File: src/rtl/watch_mode_sequencer.sv
// Watch mode sequencer: steps through NUM_MODES display modes on rising edges
// of the mode button, honours per-mode "done" permission to leave, and
// auto-returns to Normal (mode 0) after an idle period in selected modes.
module watch_mode_sequencer #(
  parameter int                   NUM_MODES        = 4,
  parameter int                   MODE_W           = $clog2(NUM_MODES),
  parameter int                   TIMEOUT_CYCLES   = 1000,
  parameter logic [NUM_MODES-1:0] TIMEOUT_MASK     = 4'b0110,
  parameter logic [NUM_MODES-1:0] SHOW_NORMAL_MASK = 4'b1000
) (
  input  logic                 clk,
  input  logic                 rst,
  input  logic                 mode,
  input  logic [NUM_MODES-1:0] mode_done,
  input  logic                 activity,
  output logic [NUM_MODES-1:0] mode_en,
  output logic [MODE_W-1:0]    cur_mode,
  output logic                 mode_changed,
  output logic                 timeout_evt
);

  // Mode-indexed tables are padded to the full index range so that any
  // cur_mode value (including unused encodings) selects a defined bit.
  localparam int MODES_P2 = 1 << MODE_W;

  // Idle counter only needs to reach TIMEOUT_CYCLES-1.
  localparam int               CNT_MAX = (TIMEOUT_CYCLES > 0) ? (TIMEOUT_CYCLES - 1) : 0;
  localparam int               CNT_W   = (CNT_MAX > 0) ? $clog2(CNT_MAX + 1) : 1;
  localparam logic [CNT_W-1:0] CNT_TOP = CNT_W'(CNT_MAX);

  localparam logic [MODE_W-1:0] MODE_ZERO = {MODE_W{1'b0}};
  localparam logic [MODE_W-1:0] LAST_MODE = MODE_W'(NUM_MODES - 1);

  function automatic logic [MODES_P2-1:0] ext_mask(input logic [NUM_MODES-1:0] m);
    logic [MODES_P2-1:0] r;
    r                = {MODES_P2{1'b0}};
    r[NUM_MODES-1:0] = m;
    return r;
  endfunction

  // Valid encodings, auto-return enables (mode 0 never auto-returns), and
  // modes that keep the Normal display enabled alongside their own.
  localparam logic [MODES_P2-1:0] VALID_EXT = ext_mask({NUM_MODES{1'b1}});
  localparam logic [MODES_P2-1:0] TO_EXT    = ext_mask({TIMEOUT_MASK[NUM_MODES-1:1], 1'b0});
  localparam logic [MODES_P2-1:0] SHOW_EXT  = ext_mask(SHOW_NORMAL_MASK);

  // One-hot enable for a mode; an unused encoding shows Normal only.
  function automatic logic [NUM_MODES-1:0] decode_en(input logic [MODE_W-1:0] m);
    logic [NUM_MODES-1:0] en;
    en = {NUM_MODES{1'b0}};
    if (VALID_EXT[m]) begin
      for (int i = 0; i < NUM_MODES; i++) begin
        en[i] = (m == MODE_W'(i));
      end
      en[0] = en[0] | SHOW_EXT[m];
    end else begin
      en[0] = 1'b1;
    end
    return en;
  endfunction

  logic                 mode_prev_q;
  logic [MODE_W-1:0]    cur_mode_q,     cur_mode_d;
  logic [NUM_MODES-1:0] mode_en_q,      mode_en_d;
  logic                 mode_changed_q, mode_changed_d;
  logic                 timeout_evt_q,  timeout_evt_d;
  logic [CNT_W-1:0]     cnt_q,          cnt_d;

  logic [MODES_P2-1:0]  done_ext_s;
  logic                 adv_edge_s;
  logic                 valid_s;
  logic                 adv_ok_s;
  logic                 to_en_s;
  logic                 auto_ret_s;

  // Next-state logic: advance beats activity, activity beats auto-return.
  always_comb begin
    done_ext_s = ext_mask(mode_done);
    adv_edge_s = mode & ~mode_prev_q;
    valid_s    = VALID_EXT[cur_mode_q];
    adv_ok_s   = adv_edge_s & valid_s &
                 ((cur_mode_q == MODE_ZERO) | done_ext_s[cur_mode_q]);
    to_en_s    = (TIMEOUT_CYCLES != 0) & valid_s & TO_EXT[cur_mode_q];
    auto_ret_s = to_en_s & (cnt_q == CNT_TOP) & ~activity & ~adv_edge_s;

    if (!valid_s) begin
      cur_mode_d = MODE_ZERO;
    end else if (adv_ok_s) begin
      cur_mode_d = (cur_mode_q == LAST_MODE) ? MODE_ZERO : (cur_mode_q + MODE_W'(1));
    end else if (activity) begin
      cur_mode_d = cur_mode_q;
    end else if (auto_ret_s) begin
      cur_mode_d = MODE_ZERO;
    end else begin
      cur_mode_d = cur_mode_q;
    end

    mode_changed_d = (cur_mode_d != cur_mode_q);
    timeout_evt_d  = auto_ret_s & ~adv_ok_s;
    mode_en_d      = decode_en(cur_mode_d);

    // Counter idles at 0 outside timed modes and restarts on any interaction.
    if (mode_changed_d || activity || adv_edge_s || !to_en_s) begin
      cnt_d = {CNT_W{1'b0}};
    end else if (cnt_q == CNT_TOP) begin
      cnt_d = cnt_q;
    end else begin
      cnt_d = cnt_q + CNT_W'(1);
    end
  end

  // State and registered outputs; mode_prev resets high so a held button needs a re-press.
  always_ff @(posedge clk or negedge rst) begin
    if (!rst) begin
      mode_prev_q    <= 1'b1;
      cur_mode_q     <= MODE_ZERO;
      mode_en_q      <= NUM_MODES'(1);
      mode_changed_q <= 1'b0;
      timeout_evt_q  <= 1'b0;
      cnt_q          <= {CNT_W{1'b0}};
    end else begin
      mode_prev_q    <= mode;
      cur_mode_q     <= cur_mode_d;
      mode_en_q      <= mode_en_d;
      mode_changed_q <= mode_changed_d;
      timeout_evt_q  <= timeout_evt_d;
      cnt_q          <= cnt_d;
    end
  end

  assign cur_mode     = cur_mode_q;
  assign mode_en      = mode_en_q;
  assign mode_changed = mode_changed_q;
  assign timeout_evt  = timeout_evt_q;

endmodule

File: config.mk
export PLATFORM = sky130hd
export DESIGN_NAME = watch_mode_sequencer
export DESIGN_NICKNAME = d
export VERILOG_FILES = /design/src/rtl/watch_mode_sequencer.sv
export SDC_FILE = /design/constraint.sdc
export NUM_CORES = 1
export LEC_CHECK = 0
export ABC_AREA = 1
export CAP_MARGIN = 40
export CORE_UTILIZATION = 58
export CTS_BUF_LIST = sky130_fd_sc_hd__clkbuf_8
export CTS_CLUSTER_DIAMETER = 40
export CTS_CLUSTER_SIZE = 8
export DETAILED_ROUTE_END_ITERATION = 12
export GPL_ROUTABILITY_DRIVEN = 0
export PLACE_DENSITY = 0.84
export SYNTH_ARGS = -nofsm -noshare
export SYNTH_HDL_FRONTEND = slang
export SYNTH_SLANG_ARGS = --single-unit
File: constraint.sdc
create_clock -name clk -period 4.75 [get_ports clk]
set_input_delay 0.475 -clock clk [delete_from_list [all_inputs] [get_ports clk]]
set_output_delay 0.475 -clock clk [all_outputs]
set_load 0.005 [all_outputs]
==> run metrics <==
Setup Buffers After CTS 0; design internal power 0.361 mW; post-synth top area cell dfrtp_1; Die Ht roughly 43 microns; min cycle time layout 2.19 ns; first-pass GRT wire length roughly 3.2 mm; DRC Markers 0; final net count 148; period utilization 46.1%; highest net fanout along the worst path 7; IO buf count 15; RSZ-0062 raised after global routing false; Synth Area in Compound Gates 3.56%; Lkg Pwr 0.616 nW; Avg Inst Size Synth ~8.6 sq um; Post-Synth XOR/XNOR Area 5.34%; max cap viols 0; fmax 456 MHz; share of cells above drive strength 1 9.02%; Core Util, Final between 70% and 80%; vias in the first global route 726; WHS Endpoint cnt_q[9]; Finished Cell Area 1200 sq um; final setup fails 0; sequential area share after synthesis roughly 49%; synthesized net count 128; CORE AREA between 1500 and 2000 sq um; sequential share of power between 30% and 40%; worst-margin pin slew about 0.79 ns; die area 1870 sq um; initial antenna violation count 0; WP data required 4.95 ns; skew final 0.00792 ns; clock tree buffer depth 2; Vias per Instance 5.01; adder-cell share of the synthesized area 7.62%; fillcell total between 100 and 150; CP Data Arrival Time 2.40 ns; Final Slew Violations 0; critical path startpoint category flip-flop; Synth Instances around 110; Cell Pwr Density 476 nW/um^2; switching share of total power between 30 and 40%; sum of negative setup slack 0 ns; antenna cells 0; crit-path cells inv_2 -> ha_1 -> nand2_1 -> nor2_1 -> nand3_1 -> nand3_1 -> o21ai_0 -> ha_1 -> inv_1; final WL 1.87 mm; sw power 0.210 mW; final global-route overflow total 0; drt wl/cell 12.5 microns; R2R setup slack 2.56 ns; post-route insts no fill roughly 150; flops & latches, synth 19; via count 746; Peak VDD IR 0.338 mV; row cnt 14; run status finished clean; Initial Util 63.9%; TritonCTS Sinks 19; clk_lat worst skew 0.26 ns; CTS Hold Bufs 0; Comb power frac 41.5%; worst slack at placement 2.51 ns; Max stage delay on crit path 0.48 ns; placed cells roughly 150; post-synthesis cell type count 18; largest net degree at the start of global routing 20; post-CTS sizing 0; DRT iter0 DRCs 9; Crit. End Element flip-flop; CTS Buf Count 3; slowest CP cell dfrtp_1; CTS tree yes; I/O pin total 16; Critical Setup Path Class flip-flop to flip-flop; Synth warnings 0; DR pass1 iterations 4; Slew HR about 47%; chip width 43.2 microns; Cell Area, Synth 985 sq um; clock slew at reported path FFs 0.07 ns; setup ws final 2.56 ns; hpwl dp 1.48 mm; hold depth 2; P&R area growth vs syn 21.9%; Final Hold Viols 0; r2r startpoint cur_mode[0]; CP top delay family adder cells; CTS H-tree lvls 1; ANT nets after route 0; top cells by area, synth dfrtp_1, nand2_1, ha_1; Clk pwr share 19.2%; simple-gate portion of the synthesized area 26.9%; area share of the largest cell type after synthesis 43.2%; mux share of post-synthesis cell area 0%; largest family of logic cells by synthesized area simple AND/OR/NAND/NOR gates; root buf cell clkbuf_8; Cell Area, Placed 1150 sq um; HP Start cnt_q[9]; path category of the worst min-delay check flip-flop to flip-flop; Critical R2R Capture mode_en[0]; overall routing resource usage 24.6%; buffer and inverter count on the worst path 2; R2R depth 9
[power groups by stage]
stage               clock [mW]  sequential [mW]  combinational (mW)
finish                   0.110            0.224               0.237
global route             0.119            0.229               0.266
CTS                      0.112            0.225               0.239
detailed placement           0            0.227               0.237
global placement             0            0.226               0.223
floorplan                    0            0.225               0.133
[worst register-to-register path, stage by stage, from the launching register on]
cell,delay [ns]
dfrtp_1,0.48
inv_2,0.10
ha_1,0.32
nand2_1,0.07
nor2_1,0.26
nand3_1,0.17
nand3_1,0.13
o21ai_0,0.20
ha_1,0.35
inv_1,0.05
[stage by stage]
step	total power, mW	hold slack (ns)
detailed placement	0.464	0.572
global placement	0.449	0.541
CTS	0.577	0.584
floorplan	0.358	0.179
global route	0.614	0.618
finish	0.571	0.580
[cell usage in the layout (no fill, tap or decap)]
master / instances
clkbuf_8: 3
dfrtp_1: 17
nor2_2: 1
inv_2: 1
nor2_4: 1
dfstp_2: 2
o21ai_0: 7
nand2_1: 21
ha_1: 6
clkdlybuf4s50_1: 15
nand3b_1: 2
nand3_4: 1
inv_1: 21
nand4_1: 2
xor2_1: 4
nand2_2: 2
xnor2_1: 2
nand3_2: 1
nor2_1: 15
nand3_1: 9
[sequential cells by signal (all words and copies together), names as in the netlist]
signal / count
cnt_q: 10
cur_mode: 2
mode_changed: 1
mode_en: 4
mode_prev_q: 1
timeout_evt: 1
[routing by layer]
layer	routed length, microns	up-vias	GRT usage [%]
met1	824	344	30.0
met5	0	-	0
met3	66	5	7.66
met2	943	12	39.7
li1	-	385	-
met4	33	0	10.9
[layout make-up]
type	instances	area, sq um	share of cell area, %
inverter	21	78.8	6.57
multi-input combinational	74	428	35.7
timing repair buffer	15	150	12.5
tap	16	20.0	1.67
clock inverter	1	3.75	0.313
clock buffer	3	41.3	3.44
sequential	19	478	39.8
[cells by family (layout without fill, tap and decap cells)]
kind of cell	count (synthesis)	after routing
AND/OR/NAND/NOR	55	55
adder cells (fa/ha/maj)	6	6
AO/OA/AOI/OAI	7	7
buffers and inverters	21	40
flip-flops	19	19
XOR/XNOR	6	6
[worst max-delay path by stage]
stage	startpoint	endpoint	slack [ns]	cells past startpoint
6_report	cur_mode[0]	mode_en[0]	2.56	9
5_1_grt	cur_mode[0]	mode_en[0]	2.36	9
3_5_place_dp	mode	mode_en[0]	2.51	9
2_1_floorplan	cur_mode[0]	mode_en[0]	2.86	9
3_3_place_gp	mode	mode_en[0]	2.61	9
4_1_cts	cur_mode[0]	mode_en[0]	2.56	9
[cell usage after synthesis]
cell and count:
dfrtp_1 17, dfstp_2 2, ha_1 6, inv_1 20, inv_2 1, nand2_1 21
nand2_2 2, nand3_1 9, nand3_2 1, nand3_4 1, nand3b_1 2, nand4_1 2
nor2_1 15, nor2_2 1, nor2_4 1, o21ai_0 7, xnor2_1 2, xor2_1 4
Power figures use the tool's default switching activity.
